File: config.mk
export PLATFORM = sky130hd
export DESIGN_NAME = mem_arbiter_flat
export DESIGN_NICKNAME = d
export VERILOG_FILES = /design/src/rtl/mem_arbiter_if.sv /design/src/rtl/mem_arbiter.sv /design/src/flat_wrapper.sv
export SDC_FILE = /design/constraint.sdc
export NUM_CORES = 1
export LEC_CHECK = 0
export ABC_AREA = 1
export BUFFER_PORTS_ARGS = -buffer_cell sky130_fd_sc_hd__buf_2
export CORE_ASPECT_RATIO = 1.2
export CORE_MARGIN = 2
export CORE_UTILIZATION = 40
export CTS_CLUSTER_DIAMETER = 40
export DETAILED_ROUTE_END_ITERATION = 16
export PLACE_DENSITY_LB_ADDON = 0.05
export SYNTH_ARGS = -nofsm -noshare
export SYNTH_HDL_FRONTEND = slang
export SYNTH_SLANG_ARGS = --single-unit
File: constraint.sdc
create_clock -name clk -period 2.6 [get_ports clk]
set_input_delay 0.26 -clock clk [delete_from_list [all_inputs] [get_ports clk]]
set_output_delay 0.26 -clock clk [all_outputs]
set_load 0.01 [all_outputs]
File: src/rtl/mem_arbiter_if.sv
// Fetch/data request ports and the single-port RAM port shared by mem_arbiter.
// slave = arbiter side; master = pipeline stages plus RAM side.
interface mem_arbiter_if;
  logic        if_req;
  logic [31:0] if_addr;
  logic        if_gnt;
  logic        if_rvalid;
  logic [31:0] if_rdata;

  logic        mem_req;
  logic [3:0]  mem_wen;
  logic [31:0] mem_addr;
  logic [31:0] mem_wdata;
  logic        mem_gnt;
  logic        mem_rvalid;
  logic [31:0] mem_rdata;

  logic        cancel;

  logic        ram_en;
  logic [3:0]  ram_wen;
  logic [7:0]  ram_addr;
  logic [31:0] ram_wdata;
  logic [31:0] ram_rdata;

  modport slave (
    input  if_req, if_addr, mem_req, mem_wen, mem_addr, mem_wdata, cancel, ram_rdata,
    output if_gnt, if_rvalid, if_rdata, mem_gnt, mem_rvalid, mem_rdata,
           ram_en, ram_wen, ram_addr, ram_wdata
  );

  modport master (
    output if_req, if_addr, mem_req, mem_wen, mem_addr, mem_wdata, cancel, ram_rdata,
    input  if_gnt, if_rvalid, if_rdata, mem_gnt, mem_rvalid, mem_rdata,
           ram_en, ram_wen, ram_addr, ram_wdata
  );
endinterface

File: src/rtl/mem_arbiter.sv
// Shares one single-port synchronous RAM between fetch (IF) and data (MEM); MEM wins unless FAIR_ARB_EN starvation guard fires.
// Latency: grants/RAM drive combinational, read data 1 cycle after grant; writes complete in the grant cycle.
// Backpressure: no queueing -- a refused requester holds its request stable until its gnt is seen.
module mem_arbiter #(
  parameter int STARVE_MAX = 3
) (
  input  logic          clk,
  input  logic          resetn,
  mem_arbiter_if.slave  bus
);

  typedef enum logic [1:0] {IDLE, RD_IF, RD_MEM} state_t;

  state_t      state, state_nxt;
  logic [31:0] if_rdata_q, mem_rdata_q;
  logic        force_if;
  logic        if_gnt, mem_gnt;
  logic        if_rvalid, mem_rvalid;

`ifdef FAIR_ARB_EN
  localparam int CNT_W = (STARVE_MAX < 4) ? 2 : $clog2(STARVE_MAX + 1);
  localparam logic [CNT_W-1:0] CNT_MAX = CNT_W'(STARVE_MAX);

  logic [CNT_W-1:0] starve_cnt;

  // Counts consecutive refusals of a pending fetch; saturates at the limit.
  always_ff @(posedge clk) begin
    if (!resetn) begin
      starve_cnt <= '0;
    end else if (!bus.if_req || if_gnt) begin
      starve_cnt <= '0;
    end else if (starve_cnt != CNT_MAX) begin
      starve_cnt <= starve_cnt + 1'b1;
    end
  end

  assign force_if = (starve_cnt == CNT_MAX) && bus.if_req && bus.mem_req;
`else
  logic unused_starve_cfg;
  assign unused_starve_cfg = ^(32'(STARVE_MAX));
  assign force_if = 1'b0;
`endif

  logic unused_addr_bits;
  assign unused_addr_bits = ^{bus.if_addr[31:10], bus.if_addr[1:0],
                              bus.mem_addr[31:10], bus.mem_addr[1:0]};

  always_ff @(posedge clk) begin
    if (!resetn) begin
      state       <= IDLE;
      if_rdata_q  <= '0;
      mem_rdata_q <= '0;
    end else begin
      state <= state_nxt;
      if (if_rvalid)  if_rdata_q  <= bus.ram_rdata;
      if (mem_rvalid) mem_rdata_q <= bus.ram_rdata;
    end
  end

  always_comb begin
    state_nxt     = IDLE;
    if_gnt        = 1'b0;
    mem_gnt       = 1'b0;
    bus.ram_en    = 1'b0;
    bus.ram_wen   = 4'h0;
    bus.ram_addr  = 8'h00;
    bus.ram_wdata = 32'h0;

    if (resetn) begin
      if (bus.mem_req && !force_if) begin
        mem_gnt       = 1'b1;
        bus.ram_en    = 1'b1;
        bus.ram_wen   = bus.mem_wen;
        bus.ram_addr  = bus.mem_addr[9:2];
        bus.ram_wdata = bus.mem_wdata;
        state_nxt     = (bus.mem_wen == 4'h0) ? RD_MEM : IDLE;
      end else if (bus.if_req) begin
        if_gnt       = 1'b1;
        bus.ram_en   = 1'b1;
        bus.ram_addr = bus.if_addr[9:2];
        // A flush in the grant cycle kills the fetch before its data returns.
        state_nxt    = bus.cancel ? IDLE : RD_IF;
      end
    end

    // The state register names the owner of last cycle's read; cancel only masks fetch data.
    if_rvalid  = (state == RD_IF) && !bus.cancel;
    mem_rvalid = (state == RD_MEM);
  end

  assign bus.if_gnt     = if_gnt;
  assign bus.mem_gnt    = mem_gnt;
  assign bus.if_rvalid  = if_rvalid;
  assign bus.mem_rvalid = mem_rvalid;
  assign bus.if_rdata   = if_rvalid  ? bus.ram_rdata : if_rdata_q;
  assign bus.mem_rdata  = mem_rvalid ? bus.ram_rdata : mem_rdata_q;

endmodule

File: src/flat_wrapper.sv
// flat-port wrapper written by rule: the top's interface ports become plain ports
module mem_arbiter_flat 
#(
  parameter int STARVE_MAX = 3
)
  (clk, resetn, bus_if_req, bus_if_addr, bus_mem_req, bus_mem_wen, bus_mem_addr, bus_mem_wdata, bus_cancel, bus_ram_rdata, bus_if_gnt, bus_if_rvalid, bus_if_rdata, bus_mem_gnt, bus_mem_rvalid, bus_mem_rdata, bus_ram_en, bus_ram_wen, bus_ram_addr, bus_ram_wdata);
  mem_arbiter_if bus_i ();
  input  logic clk;
  input  logic resetn;
  input wire logic [$bits(bus_i.if_req)-1:0] bus_if_req;
  input wire logic [$bits(bus_i.if_addr)-1:0] bus_if_addr;
  input wire logic [$bits(bus_i.mem_req)-1:0] bus_mem_req;
  input wire logic [$bits(bus_i.mem_wen)-1:0] bus_mem_wen;
  input wire logic [$bits(bus_i.mem_addr)-1:0] bus_mem_addr;
  input wire logic [$bits(bus_i.mem_wdata)-1:0] bus_mem_wdata;
  input wire logic [$bits(bus_i.cancel)-1:0] bus_cancel;
  input wire logic [$bits(bus_i.ram_rdata)-1:0] bus_ram_rdata;
  output wire logic [$bits(bus_i.if_gnt)-1:0] bus_if_gnt;
  output wire logic [$bits(bus_i.if_rvalid)-1:0] bus_if_rvalid;
  output wire logic [$bits(bus_i.if_rdata)-1:0] bus_if_rdata;
  output wire logic [$bits(bus_i.mem_gnt)-1:0] bus_mem_gnt;
  output wire logic [$bits(bus_i.mem_rvalid)-1:0] bus_mem_rvalid;
  output wire logic [$bits(bus_i.mem_rdata)-1:0] bus_mem_rdata;
  output wire logic [$bits(bus_i.ram_en)-1:0] bus_ram_en;
  output wire logic [$bits(bus_i.ram_wen)-1:0] bus_ram_wen;
  output wire logic [$bits(bus_i.ram_addr)-1:0] bus_ram_addr;
  output wire logic [$bits(bus_i.ram_wdata)-1:0] bus_ram_wdata;
  assign bus_i.if_req = bus_if_req;
  assign bus_i.if_addr = bus_if_addr;
  assign bus_i.mem_req = bus_mem_req;
  assign bus_i.mem_wen = bus_mem_wen;
  assign bus_i.mem_addr = bus_mem_addr;
  assign bus_i.mem_wdata = bus_mem_wdata;
  assign bus_i.cancel = bus_cancel;
  assign bus_i.ram_rdata = bus_ram_rdata;
  assign bus_if_gnt = bus_i.if_gnt;
  assign bus_if_rvalid = bus_i.if_rvalid;
  assign bus_if_rdata = bus_i.if_rdata;
  assign bus_mem_gnt = bus_i.mem_gnt;
  assign bus_mem_rvalid = bus_i.mem_rvalid;
  assign bus_mem_rdata = bus_i.mem_rdata;
  assign bus_ram_en = bus_i.ram_en;
  assign bus_ram_wen = bus_i.ram_wen;
  assign bus_ram_addr = bus_i.ram_addr;
  assign bus_ram_wdata = bus_i.ram_wdata;
  mem_arbiter #(.STARVE_MAX(STARVE_MAX)) u_core (.clk(clk), .resetn(resetn), .bus(bus_i));
endmodule
==> flow_metrics.env <==
export IMPL_tritoncts="done"
export IMPL_period_share_pct=84.9
export IMPL_antennaDiodeCount=0
export IMPL_antenna_left=0
export IMPL_gp_congestion=0.822
export IMPL_grt_pass1_vias=3265
export IMPL_start_util_pct=40.9
export IMPL_synthXorXnorAreaFrac_pct=0
export IMPL_drv_slew=0
export IMPL_ys_async_sr_fraction_pct=0
export IMPL_syn_nets=725
export IMPL_root_buffer="clkbuf_8"
export IMPL_wl_met1_um=4530
export IMPL_startpoint_type="flip-flop"
export IMPL_synth_top_family_by_area="simple AND/OR/NAND/NOR gates"
export IMPL_drt_iter0_drc=116
export IMPL_slew_headroom_pct=57.5
export IMPL_path_max_fanout=33
export IMPL_synthDistinctLibCells=18
export IMPL_synth_area_per_cell_sq_um=6.29
export IMPL_yosys_warnings=0
export IMPL_syn2layout_area_growth_pct=33.5
export IMPL_grt_max_degree=43
export IMPL_setup_viol=0
export IMPL_worstPathCellList="nor2_4 -> nand2_2 -> nand2_1 -> nand2_1 -> inv_1 -> buf_2"
export IMPL_fp_dieH_um=109
export IMPL_netlist_area_leader_share_pct=35.7
export IMPL_hold_path_class="input pin to flip-flop"
export IMPL_global_route_overflow_total=0
export IMPL_drc=0
export IMPL_viasPerCell=4.15
export IMPL_p_per_area_mw_per_mm2=427
export IMPL_end_kind="output port"
export IMPL_fp_dieW_um=91.8
export IMPL_ir_drop_mv=0.178
export IMPL_cts_hold_buf=0
export IMPL_fin_crit_ps=2210
export IMPL_synthTopCellsByArea="dfxtp_1, inv_1, nand2_1"
export IMPL_tightest_slew_ps=635
export IMPL_dr_pass1_iters=4
export IMPL_clkSinkCount=66
export IMPL_die_area_sq_mm=0.0100
export IMPL_crit_required_ps=2340
export IMPL_synthTopCellsByCount="inv_1, nand2_1, nor2_1"
export IMPL_yosys_area_share_simple_pct=31.8
export IMPL_synth_top_area_cell="dfxtp_1"
export IMPL_routed_top_layer="met4"
export IMPL_ioPinCount=250
export IMPL_synth_compound_area_share_pct=7.58
export IMPL_clk_path_buf_depth=2
export IMPL_syn_area_sq_mm=0.00370
export IMPL_track_usage_pct=19.8
export IMPL_yosysMostFrequentCell="inv_1"
export IMPL_critPathMaxStageDelay_ps=470
export IMPL_rsz0062_at_grt="false"
export IMPL_status="complete, no violations"
export IMPL_fillers=916
export IMPL_grt_pass1_wl_um=15500
export IMPL_finalHoldViolCount=0
export IMPL_cts_buffers=9
export IMPL_grt_antenna_before_repair=0
export IMPL_clk_insertion_delay_late_ps=340
export IMPL_nets=918
export IMPL_synthCells=588
export IMPL_synthMuxAreaShare_pct=0
export IMPL_synth_seq_cells=66
export IMPL_finalSetupTns_ps=0
export IMPL_p_leak_nw=3.49
export IMPL_crit_slowest_cell="nand2_2"
export IMPL_drt_total_wl_um=10100
export IMPL_wl_met3_um=973
export IMPL_cap_violations=0
export IMPL_cts_setup_buffers=0
export IMPL_path_common_cell="nand2_1"
export IMPL_drive_above_1_share_pct=40.6
export IMPL_clkTransAtPathRegs_ps=70
export IMPL_vias=3751
export IMPL_coreArea_sq_mm=0.00903
export IMPL_rows=38
export IMPL_arrival_ps=1950
export IMPL_critical_path_class="flip-flop to output port"
export IMPL_port_buffers=201
export IMPL_synth_edff_count=0
export IMPL_max_freq_mhz=453
export IMPL_cts_resized=0
export IMPL_dp_hpwl_um=7800
export IMPL_dp_slack_ps=678
export IMPL_synthAdderAreaFrac_pct=0
export IMPL_wl_per_cell_um=11.1
export IMPL_routed_wl_met2_um=4410
export IMPL_fin_ws_ps=392
export IMPL_skew_ps=9.42
export IMPL_synth_flop_cell="dfxtp_1"
export IMPL_h_tree_depth=3
export IMPL_yosysSeqAreaShare_pct=35.7
-- critical path, delay by kind of cell (launching register included) --
family | cells | cell delay [ps]
AND/OR/NAND/NOR | 4 | 1040
flip-flops | 1 | 350
buffers and inverters | 2 | 200
-- per-layer routing --
metal	vias up	global-route usage (%)
met5	-	0
met4	0	7.68
met3	10	4.87
met2	161	30.4
met1	1574	27.0
li1	2006	-
-- cells by family (layout without fill, tap and decap cells) --
| kind of cell | after synthesis | in the layout |
|---|---|---|
| DFF | 66 | 66 |
| and+or+nand+nor | 262 | 262 |
| AOI/OAI and AO/OA | 32 | 32 |
| buffers and inverters | 228 | 424 |
-- area by class of cell --
class | count | area, sq um | area share, %
clock buffer | 11 | 141 | 2.86
clock inverter | 3 | 17.5 | 0.355
inverter | 201 | 754 | 15.3
multi-input combinational | 294 | 1460 | 29.6
sequential | 66 | 1320 | 26.8
tap | 120 | 150 | 3.04
timing repair buffer | 209 | 1090 | 22.1
-- sequential cells by signal, indices dropped and copies added, names as in the netlist --
signal              count
u_core.if_rdata_q      32
u_core.state            2
u_core.mem_rdata_q     32
-- placed cells by master (no fill, tap or decap), drive strengths merged --
cell type	Yosys	final
buf	19	209
inv	200	200
nand2	125	125
nor2	103	103
dfxtp	66	66
nand3	32	32
o21ai	32	32
clkbuf	8	11
clkinv	1	3
nand4	1	1
nor3	1	1
clkinvlp	0	1
-- path summary, 6_finish.rpt --
path                              from                    to  slack [ps]  cells past startpoint
setup reg to reg       u_core.state[1]  u_core.if_rdata_q[0]        1040                      5
hold reg to reg   u_core.if_rdata_q[5]  u_core.if_rdata_q[5]         520                      4
hold / removal             bus_mem_req       u_core.state[0]         120                      2
setup / recovery       u_core.state[1]       bus_if_rdata[0]         390                      6
-- power breakdown --
group / leakage, nW / internal, mW / total (mW) / switching, mW
sequential: 0.533 / 1.03 / 1.03 / 0.00445
clock: 0.0810 / 0.358 / 0.726 / 0.368
combinational: 2.87 / 0.139 / 0.349 / 0.210
total: 3.49 / 1.53 / 2.11 / 0.582
-- metrics by stage --
step,area (sq um),total power [mW],hold slack [ps],util (%),instances
final,4940,2.11,124,54.6,904
after global routing,4940,2.23,126,54.6,904
after CTS,4940,2.15,99.0,54.6,904
after detailed placement,4780,1.41,470,52.9,890
after global placement,4780,1.40,470,52.9,890
after floorplan,3700,1.23,337,-,588
Note: power is estimated with default switching activity, not from simulation.
